==> config.mk <==
export PLATFORM = sky130hd
export DESIGN_NAME = sp_ram_burst_rd
export DESIGN_NICKNAME = d
export VERILOG_FILES = /design/src/rtl/sp_ram_burst_rd_pkg.sv /design/src/rtl/sp_ram_burst_rd_fifo.sv /design/src/rtl/sp_ram_burst_rd.sv
export SDC_FILE = /design/constraint.sdc
export NUM_CORES = 1
export LEC_CHECK = 0
export CAP_MARGIN = 40
export CORE_MARGIN = 5
export CORE_UTILIZATION = 30
export CTS_BUF_LIST = sky130_fd_sc_hd__clkbuf_4 sky130_fd_sc_hd__clkbuf_8
export DETAILED_ROUTE_END_ITERATION = 10
export DONT_BUFFER_PORTS = 1
export PLACE_DENSITY_LB_ADDON = 0.25
export SLEW_MARGIN = 5
export SYNTH_ARGS = -nofsm -noshare
export SYNTH_HDL_FRONTEND = slang
export SYNTH_HIERARCHICAL = 1
export SYNTH_SLANG_ARGS = --single-unit
==> constraint.sdc <==
create_clock -name clk -period 4.1 [get_ports clk]
set_clock_uncertainty 0.2 [all_clocks]
set_input_delay 0.41 -clock clk [delete_from_list [all_inputs] [get_ports clk]]
set_output_delay 0.41 -clock clk [all_outputs]
set_load 0.01 [all_outputs]
==> src/rtl/sp_ram_burst_rd_pkg.sv <==
// -----------------------------------------------------------------------------
// sp_ram_rd_pkg
// Shared definitions for the single-port RAM burst read master:
//   rd_state_t    - burst FSM state encoding (IDLE/RUN/DRAIN/DONE)
//   RAM_RD_LAT    - fixed RAM read latency in cycles (address to data)
//   RD_FIFO_DEPTH - response FIFO depth, which is also the credit limit
// Optional feature macro used by the top: SP_RAM_RD_LAST_EN (adds m_last).
// -----------------------------------------------------------------------------
package sp_ram_rd_pkg;

    localparam int RAM_RD_LAT    = 2;
    localparam int RD_FIFO_DEPTH = 4;

    typedef enum logic [1:0] {
        IDLE  = 2'd0,
        RUN   = 2'd1,
        DRAIN = 2'd2,
        DONE  = 2'd3
    } rd_state_t;

endpackage

==> src/rtl/sp_ram_burst_rd_fifo.sv <==
// -----------------------------------------------------------------------------
// sp_ram_rd_fifo
// Small synchronous FIFO holding RAM read responses until downstream takes them.
// Ports:
//   clk, rst   - clock, asynchronous active-high reset (flushes pointers/count)
//   push       - write push_data this cycle (ignored when full)
//   push_data  - word to store
//   pop        - remove the head word this cycle (ignored when empty)
//   head       - current head word (valid while !empty)
//   count      - number of stored words, 0..DEPTH
//   empty      - no words stored
// -----------------------------------------------------------------------------
module sp_ram_rd_fifo #(
    parameter  int DW    = 4,
    parameter  int DEPTH = 4,
    localparam int PW    = (DEPTH > 1) ? $clog2(DEPTH) : 1,
    localparam int CW    = $clog2(DEPTH + 1)
) (
    input  logic          clk,
    input  logic          rst,
    input  logic          push,
    input  logic [DW-1:0] push_data,
    input  logic          pop,
    output logic [DW-1:0] head,
    output logic [CW-1:0] count,
    output logic          empty
);

    logic [DW-1:0] mem_q [DEPTH];
    logic [PW-1:0] wr_q, wr_d;
    logic [PW-1:0] rd_q, rd_d;
    logic [CW-1:0] count_q, count_d;
    logic          full;
    logic          push_ok;
    logic          pop_ok;

    assign empty   = (count_q == '0);
    assign full    = (count_q == CW'(DEPTH));
    assign push_ok = push && !full;
    assign pop_ok  = pop && !empty;
    assign head    = mem_q[rd_q];
    assign count   = count_q;

    // Pointer wrap is explicit so a non-power-of-two depth still works.
    always_comb begin
        wr_d    = wr_q;
        rd_d    = rd_q;
        count_d = count_q;
        if (push_ok) begin
            wr_d = (wr_q == PW'(DEPTH - 1)) ? '0 : wr_q + 1'b1;
        end
        if (pop_ok) begin
            rd_d = (rd_q == PW'(DEPTH - 1)) ? '0 : rd_q + 1'b1;
        end
        // Simultaneous push and pop leaves the count unchanged.
        count_d = count_q + CW'(push_ok) - CW'(pop_ok);
    end

    always_ff @(posedge clk or posedge rst) begin
        if (rst) begin
            wr_q    <= '0;
            rd_q    <= '0;
            count_q <= '0;
        end else begin
            wr_q    <= wr_d;
            rd_q    <= rd_d;
            count_q <= count_d;
        end
    end

    // Storage needs no reset: clearing the pointers and count discards it.
    always_ff @(posedge clk) begin
        if (push_ok) begin
            mem_q[wr_q] <= push_data;
        end
    end

endmodule

==> src/rtl/sp_ram_burst_rd.sv <==
// -----------------------------------------------------------------------------
// sp_ram_burst_rd
// Burst read master for a registered-input single-port RAM. A start command
// streams len consecutive words from base_addr onto a valid/ready stream.
// Reads are credit-limited so that stored plus in-flight words never exceed
// the response FIFO depth; backpressure therefore never drops data.
// Ports:
//   clk, rst            - clock, asynchronous active-high reset
//   start, base_addr,   - command strobe and parameters (sampled in IDLE only)
//   len
//   busy, done          - busy from the cycle after accept; done one-cycle pulse
//   ram_we, ram_addr,   - RAM port (write enable and write data tied to 0)
//   ram_din, ram_dout
//   m_valid, m_ready,   - output stream, words in address order
//   m_data
//   m_last              - only when SP_RAM_RD_LAST_EN is defined: final word
// Timing, counted in edges after the accepting edge: first m_valid after 3,
// done after len+3 with m_ready held high. A zero-length command goes
// straight to DONE, so done follows the accepting edge with no reads.
// -----------------------------------------------------------------------------
module sp_ram_burst_rd
    import sp_ram_rd_pkg::*;
#(
    parameter int AW = 5,
    parameter int DW = 4,
    parameter int LW = AW + 1
) (
    input  logic          clk,
    input  logic          rst,
    input  logic          start,
    input  logic [AW-1:0] base_addr,
    input  logic [LW-1:0] len,
    output logic          busy,
    output logic          done,
    output logic          ram_we,
    output logic [AW-1:0] ram_addr,
    output logic [DW-1:0] ram_din,
    input  logic [DW-1:0] ram_dout,
    output logic          m_valid,
    input  logic          m_ready,
    output logic [DW-1:0] m_data
`ifdef SP_RAM_RD_LAST_EN
    ,
    output logic          m_last
`endif
);

    localparam int         CW      = $clog2(RD_FIFO_DEPTH + 1);
    localparam logic [CW:0] CREDITS = (CW + 1)'(RD_FIFO_DEPTH);

    rd_state_t             state_q, state_d;
    logic [AW-1:0]         addr_q, addr_d;
    logic [LW-1:0]         left_q, left_d;
    logic [RAM_RD_LAT-1:0] infl_q, infl_d;
    logic [CW-1:0]         infl_cnt;
    logic [CW-1:0]         fifo_count;
    logic                  fifo_empty;
    logic [DW-1:0]         fifo_head;
    logic                  credit_ok;
    logic                  issue;
    logic                  push;
    logic                  pop;

    assign ram_we   = 1'b0;
    assign ram_din  = '0;
    assign ram_addr = addr_q;
    assign busy     = (state_q != IDLE);
    assign done     = (state_q == DONE);
    assign m_valid  = !fifo_empty;
    assign m_data   = fifo_head;
    assign pop      = m_valid && m_ready;
    // The oldest in-flight read lines up with ram_dout this cycle.
    assign push     = infl_q[RAM_RD_LAT-1];

    always_comb begin
        infl_cnt = '0;
        for (int i = 0; i < RAM_RD_LAT; i++) begin
            infl_cnt = infl_cnt + CW'(infl_q[i]);
        end
    end

    assign credit_ok = ({1'b0, fifo_count} + {1'b0, infl_cnt}) < CREDITS;

    always_comb begin
        state_d = state_q;
        addr_d  = addr_q;
        left_d  = left_q;
        issue   = 1'b0;
        case (state_q)
            IDLE: begin
                if (start) begin
                    if (len != '0) begin
                        addr_d  = base_addr;
                        left_d  = len;
                        state_d = RUN;
                    end else begin
                        state_d = DONE;
                    end
                end
            end
            RUN: begin
                if (credit_ok) begin
                    issue  = 1'b1;
                    addr_d = addr_q + 1'b1;
                    left_d = left_q - 1'b1;
                    if (left_q == LW'(1)) begin
                        state_d = DRAIN;
                    end
                end
            end
            DRAIN: begin
                // Leave as the last stored word is taken, so done lands in
                // the cycle right after the final handshake.
                if ((infl_q == '0) &&
                    (fifo_empty || ((fifo_count == CW'(1)) && pop))) begin
                    state_d = DONE;
                end
            end
            DONE: begin
                state_d = IDLE;
            end
            default: begin
                state_d = IDLE;
            end
        endcase
        infl_d = {infl_q[RAM_RD_LAT-2:0], issue};
    end

    always_ff @(posedge clk or posedge rst) begin
        if (rst) begin
            state_q <= IDLE;
            addr_q  <= '0;
            left_q  <= '0;
            infl_q  <= '0;
        end else begin
            state_q <= state_d;
            addr_q  <= addr_d;
            left_q  <= left_d;
            infl_q  <= infl_d;
        end
    end

    sp_ram_rd_fifo #(
        .DW    (DW),
        .DEPTH (RD_FIFO_DEPTH)
    ) u_fifo (
        .clk       (clk),
        .rst       (rst),
        .push      (push),
        .push_data (ram_dout),
        .pop       (pop),
        .head      (fifo_head),
        .count     (fifo_count),
        .empty     (fifo_empty)
    );

`ifdef SP_RAM_RD_LAST_EN
    // Beat counter tracks handshakes so the final word can be flagged.
    logic [LW-1:0] beat_q, beat_d;
    logic [LW-1:0] len_q, len_d;

    always_comb begin
        beat_d = beat_q;
        len_d  = len_q;
        if ((state_q == IDLE) && start) begin
            beat_d = '0;
            len_d  = len;
        end else if (pop) begin
            beat_d = beat_q + 1'b1;
        end
    end

    always_ff @(posedge clk or posedge rst) begin
        if (rst) begin
            beat_q <= '0;
            len_q  <= '0;
        end else begin
            beat_q <= beat_d;
            len_q  <= len_d;
        end
    end

    assign m_last = m_valid && (beat_q == (len_q - 1'b1));
`endif

endmodule
# Yosys cells after proc, flatten, opt, wreduce, memory -nomap -nowiden
# Memories as Yosys holds them, arrays and structs flattened.
# Cells that the tools add are included.
[word_totals] wordCells=66 ram_bits=16 output_inout_bits=17 mem_count=1 input_bits=19 ff_bits=22
[classes] magnitude_cmp=1 n_reduce_logical=16 mux=20 n_eq_ne=13 n_addsub=8
[memory_table] name="u_fifo.mem_q" words=4 width=4 rd=1 rd_clocked_by_memory_dff=0 write_ports=1 line="sp_ram_burst_rd_fifo.sv:29" rtl="logic [DW-1:0] mem_q [DEPTH];"
[ops] operator="$mux W6" count=3
[ops] operator="$mux W5" count=3
[ops] operator="$mux W2" count=7
[ops] operator="$pmux W6 S2" count=1
[ops] operator="$ne A2 B2 Y1 const B" count=5
[ops] operator="$pmux W5 S2" count=1
[ops] operator="$eq A2 B2 Y1 const B" count=4
[ops] operator="$pmux W2 S4" count=1
[ops] operator="$reduce_and A4 Y1" count=2
[ops] operator="$eq A6 B1 Y1 const B" count=1
[ops] operator="$reduce_bool A6 Y1" count=1
[ops] operator="$sub A6 B1 Y6 const B" count=1
[ops] operator="$add A5 B1 Y5 const B" count=1
[ops] operator="$logic_and A1 B1 Y1" count=5
[ops] operator="$add A2 B1 Y2 const B" count=2
[ops] operator="$add A3 B2 Y4" count=1
[ops] operator="$logic_not A2 Y1" count=2
[ops] operator="$lt A4 B3 Y1 const B" count=1
[ops] operator="$mux W1" count=4
[ops] operator="$reduce_bool A2 Y1" count=2
[ops] operator="$add A3 B1 Y3" count=1
[ops] operator="$eq A3 B1 Y1 const B" count=1
[ops] operator="$eq A3 B3 Y1 const B" count=1
[ops] operator="$logic_not A3 Y1" count=1
[ops] operator="5 further kinds" count=6

# Depth between registers and ports, before layout
[logic_depth] ltp_word=8 depth_mapped=11 depth_no_buf=11

# Modules after synthesis
# The synthesis kept the hierarchy.
[by_module_without_submodules] mod="sp_ram_burst_rd" area_per_inst_um2=1101.1 seq_area_each_um2=375.4 instances=1 cells_per_inst=124
[by_module_without_submodules] mod="sp_ram_rd_fifo" area_per_inst_um2=1039.7 seq_area_each_um2=655.6 instances=1 cells_per_inst=60

# Least setup slack after synthesis
# No wires, ideal clock.
[synth_path] path_type="reg-to-reg" start="reg u_fifo.count_q[1], in the netlist u_fifo/count[1]" end="reg u_fifo.count_q[2], in the netlist u_fifo/count[2]" synth_period_minus_slack_ps=2377 setup_time_ps=130 stages_incl_launch_ff=12 arrival_ps=2047 required_ps=3770 setup_slack_ps=1723 n_path_buf=0 cell_sequence="dfrtp_1 -> nor3_2 -> nor2b_1 -> nand2b_4 -> inv_1 -> ha_1 -> inv_1 -> ha_1 -> inv_1 -> fa_1 -> xnor2_1 -> xnor2_1"
[synth_via] elab_chain_cells=5 elab_cells_between_ends=9 classes_between="add/sub (2); eq/ne (1); reduce/logical (6)"
[synth_rtl] item="start, declared" line="sp_ram_burst_rd_fifo.sv:32" rtl="logic [CW-1:0] count_q, count_d;"
[synth_rtl] item="start signal, assigned" line="sp_ram_burst_rd_fifo.sv:67" rtl="count_q <= count_d;"
[synth_rtl] item="$logic_not A3 Y1" line="sp_ram_burst_rd_fifo.sv:37" rtl="assign empty = (count_q == '0);"
[synth_rtl] item="via fifo_empty" line="sp_ram_burst_rd.sv:57" rtl="logic fifo_empty;"
[synth_rtl] item="$logic_not A1 Y1" line="sp_ram_burst_rd.sv:69" rtl="assign m_valid = !fifo_empty;"
[synth_rtl] item="$logic_and A1 B1 Y1" line="sp_ram_burst_rd.sv:71" rtl="assign pop = m_valid && m_ready;"
[synth_rtl] item="via pop" line="sp_ram_burst_rd.sv:62" rtl="logic pop;"
[synth_rtl] item="$logic_and A1 B1 Y1" line="sp_ram_burst_rd_fifo.sv:40" rtl="assign pop_ok = pop && !empty;"
[synth_rtl] item="via u_fifo.pop_ok" line="sp_ram_burst_rd_fifo.sv:35" rtl="logic pop_ok;"
[synth_rtl] item="$sub A3 B1 Y3" line="sp_ram_burst_rd_fifo.sv:56" rtl="count_d = count_q + CW'(push_ok) - CW'(pop_ok);"
[synth_rtl] item="via u_fifo.count_d[2]" line="sp_ram_burst_rd_fifo.sv:32"
# The timed path passes the listed nets, and every way through them passes these cells.
# A chain may end at the register's enable or synchronous reset.

# Worst setup path after layout
[layout_path] start="reg state_q[1]" end="reg left_q[4]"
[layout_via] elab_chain_cells=3 elab_cells_between_ends=8 classes_between="eq/ne (4); mux (1); reduce/logical (3)"
[layout_rtl] item="start, declared" line="sp_ram_burst_rd.sv:51" rtl="rd_state_t state_q, state_d;"
[layout_rtl] item="start signal, assigned" line="sp_ram_burst_rd.sv:136" rtl="state_q <= state_d;"
[layout_rtl] item="$eq A2 B1 Y1 or $logic_not A2 Y1 (tied branches)" line="sp_ram_burst_rd.sv:89" rtl="case (state_q)"
[layout_rtl] item="$ne A2 B2 Y1 (no line) or $reduce_bool A2 Y1 (tied branches)"
[layout_rtl] item="$reduce_and A4 Y1 (no line)"
[layout_rtl] item="end signal, assigned" line="sp_ram_burst_rd.sv:138" rtl="left_q <= left_d;"
[layout_rtl] item="end, declared" line="sp_ram_burst_rd.sv:53" rtl="logic [LW-1:0] left_q, left_d;"
# Parallel ways exist; a longest one is shown, timed or not.

==> summary.md <==
| Metric | Value |
|---|---|
| Status | `finished, final reports clean` |
| Number of global-route vias before repair | `1387` |
| Clk Latency, worst-skew pair | `290 ps` |
| Initial drt markers | `54` |
| PortBufs | `0` |
| Post-Syn Instances | `~180` |
| Net total in the final layout | `229` |
| Post-synth top flop | `dfrtp_1` |
| Core area | `6870 um^2` |
| Finished Layout Cells | `just under 300` |
| Die Wd | `94.5 um` |
| Routed Antenna Nets | `0` |
| Synth area leader | `dfrtp_1` |
| Hold_sp | `base_addr[2]` |
| Worst path slowest cell | `ha_1` |
| Synth area leaders | `dfrtp_1, edfxtp_1, ha_1, mux4_2, inv_1` |
| Hpwl dp | `3050 um` |
| Dpl cells | `274` |
| Detailed Routing Iterations Pass 1 | `4` |
| Met3 routed WL | `236 um` |
| Clock sinks | `38` |
| Hold crit path type | `input port to flop` |
| Final core occ | `0.355` |
| FF-to-FF path depth | `6` |
| Crit path max-delay family | `compound AO/OA/AOI/OAI gates` |
| Share of layout cells above drive strength 1 | `0.129` |
| DR vias/cell | `4.77` |
| WP data arrival | `2820 ps` |
| Mean post-synth cell area | `roughly 12 um^2` |
| Max layer used | `met4` |
| Post-CTS sizing | `0` |
| Worst vdd ir | `between 0.3 and 0.4 mV` |
| GRT overflow | `0` |
| Syn. warnings | `6` |
| Site Rows | `30` |
| Worst hold path depth | `2` |
| Reg2reg end | `left_q[4]` |
| CTS Buf Count | `5` |
| CTS tree | `built` |
| Final period util | `0.693` |
| Met2 Wirelength | `1880 um` |
| Die Y | `around 94 um` |
| Cell repeated most along the worst path | `inv_1` |
| Final wirelength | `4200 um` |
| Hold EP | `ram_addr[2]` |
| CP Launch Type | `flop` |
| Yosys top cell area share | `0.257` |
| Max-slew headroom | `0.505` |
| Pwr per Cell Area | `between 800 and 900 nW/um^2` |
| Via Count | `1382` |
| Largest net degree at the start of global routing | `23` |
| CP Buf/Inv Count | `2` |
| Gpl congestion | `slightly below 0.8` |
| Post-Syn Area | `roughly 2100 um^2` |
| Post-synth EDFFs | `16` |
| WS Path Type | `flop to flop` |
| Worst R2R Setup Slack | `1260 ps` |
| Total power | `1950 uW` |
| Register bit count reported by yosys | `38` |
| WL per Instance | `~14 um` |
| Global-route wire length before repair | `7090 um` |
| Worst-path cell chain | `inv_1 -> ha_1 -> inv_1 -> a21o_1 -> and2_1 -> o221a_2` |
| F_max | `0.352 GHz` |
| Area of the die | `8930 um^2` |
| Leak | `0.000974 uW` |
| Final min period | `2840 ps` |
| Htree depth | `2` |
| Max_cap viols | `0` |
| Critical path peak fanout | `22` |
| Hold Violations, Final | `0` |
| Antenna violations before repair | `0` |
| Initial Utilization | `0.312` |
| Post-synthesis sequential area ratio | `0.482` |
| Root buf cell | `clkbuf_8` |
| Final Slew Violations | `0` |
| Most common cell in the netlist | `dfrtp_1` |
| Worst Path Required | `4080 ps` |
| Setup TNS | `0 ps` |
| Synth cell count leaders | `dfrtp_1, inv_1, edfxtp_1, ha_1, a21oi_1` |
| Clock tree buffer depth | `2` |
| Setup crit end kind | `flop` |
| Clock transition at path regs | `80 ps` |
| Layout area overhead | `13.9%` |
| # IOs | `36` |
| Tightest Pin Transition | `742 ps` |
| Drc violations | `0` |
| RSZ-0062 raised after global routing | `false` |
| WL met1 | `a little over 2000 um` |
| Async SR Flop Fraction | `0.579` |
| Crit Reg-Reg Startpoint | `state_q[1]` |
| Gr usage total | `0.103` |
| Synth cell types | `around 50` |
| Ant diodes | `0` |
| Final setup viols | `0` |
| Filler cell count | `677` |
| CP peak stage delay | `between 600 and 700 ps` |
per-stage QoR:
stage / hold WS [ps] / area [um^2] / worst slack [ps]
finish: 70.8 / 2440 / 1260
global route: 79.9 / 2440 / 991
CTS: 1.84 / 2400 / 1260
detailed placement: 65.4 / 2220 / 1270
floorplan: 13.4 / 2160 / 1720
global placement: 60.5 / 2220 / 1380
where the power goes:
part	switching, uW	total (uW)	leakage, uW	internal, uW
Combinational	453	852	0.000503	400
Sequential	172	712	0.000403	539
Clock	145	389	0.0000683	244
Total	770	1950	0.000974	1180
flip-flops by register name, indices dropped and copies added, names as in the netlist:
name	flops
ram_addr	5
infl_q	2
u_fifo/wr_q	2
u_fifo/rd_q	2
u_fifo/mem_q	16
u_fifo/count	3
left_q	6
state_q	2
routing by layer:
metal  vias to the layer above  global-route usage
met5                         -                   0
met4                         0              0.0397
met3                         5              0.0351
met2                        34               0.152
met1                       667               0.138
li1                        676                   -
repair_timing:
action / 4_1_cts / 5_1_grt
hold endpoints to repair: 27 / 11
buffers inserted: 0 / 0
hold buffers: 4 / 4
cells by family (layout without fill, tap and decap cells):
| group | count (synthesis) | after routing | synth area share |
|---|---|---|---|
| AO/OA/AOI/OAI | 41 | 41 | 0.140 |
| buffers and inverters | 30 | 36 | 0.0625 |
| multiplexers | 11 | 11 | 0.0807 |
| XOR/XNOR | 2 | 2 | 0.00818 |
| AND/OR/NAND/NOR | 44 | 44 | 0.123 |
| flip-flops | 38 | 38 | 0.482 |
| other | 1 | 5 | 0.00175 |
| adder cells (fa/ha/maj) | 17 | 17 | 0.103 |
worst max path at each step:
| stage | from | endpoint | depth (start not counted) |
|---|---|---|---|
| floorplan | u_fifo/count[1] | u_fifo/count[2] | 11 |
| global placement | state_q[1] | ram_addr[4] | 6 |
| detailed placement | state_q[1] | left_q[4] | 6 |
| CTS | state_q[1] | left_q[4] | 6 |
| global route | state_q[1] | left_q[4] | 6 |
| finish | state_q[1] | left_q[4] | 6 |
cells in the final DEF, fill, tap and decap left out, types with 3 or more instances in the layout:
cell type | synthesis | final
mux2i_1 | 3 | 3
edfxtp_1 | 16 | 16
and2_1 | 5 | 5
nand2b_1 | 4 | 4
nor2_1 | 8 | 8
nand2_1 | 8 | 8
conb_1 | 1 | 5
ha_1 | 16 | 16
inv_1 | 19 | 19
a21oi_1 | 12 | 12
mux4_2 | 4 | 4
a31oi_1 | 10 | 10
nand3_1 | 4 | 4
dlygate4sd3_1 | 0 | 8
dfrtp_1 | 22 | 22
clkbuf_8 | 0 | 5
area by class of cell:
| type | instances | area [um^2] | share of cell area |
|---|---|---|---|
| Clock buffer | 5 | 68.8 | 0.0282 |
| Sequential cell | 38 | 1030 | 0.423 |
| Timing Repair Buffer | 9 | 87.6 | 0.0359 |
| Clock inverter | 3 | 68.8 | 0.0282 |
| Tap cell | 96 | 120 | 0.0493 |
| Multi-Input combinational cell | 120 | 991 | 0.406 |
| Inverter | 19 | 71.3 | 0.0292 |
Power figures use the tool's default switching activity.
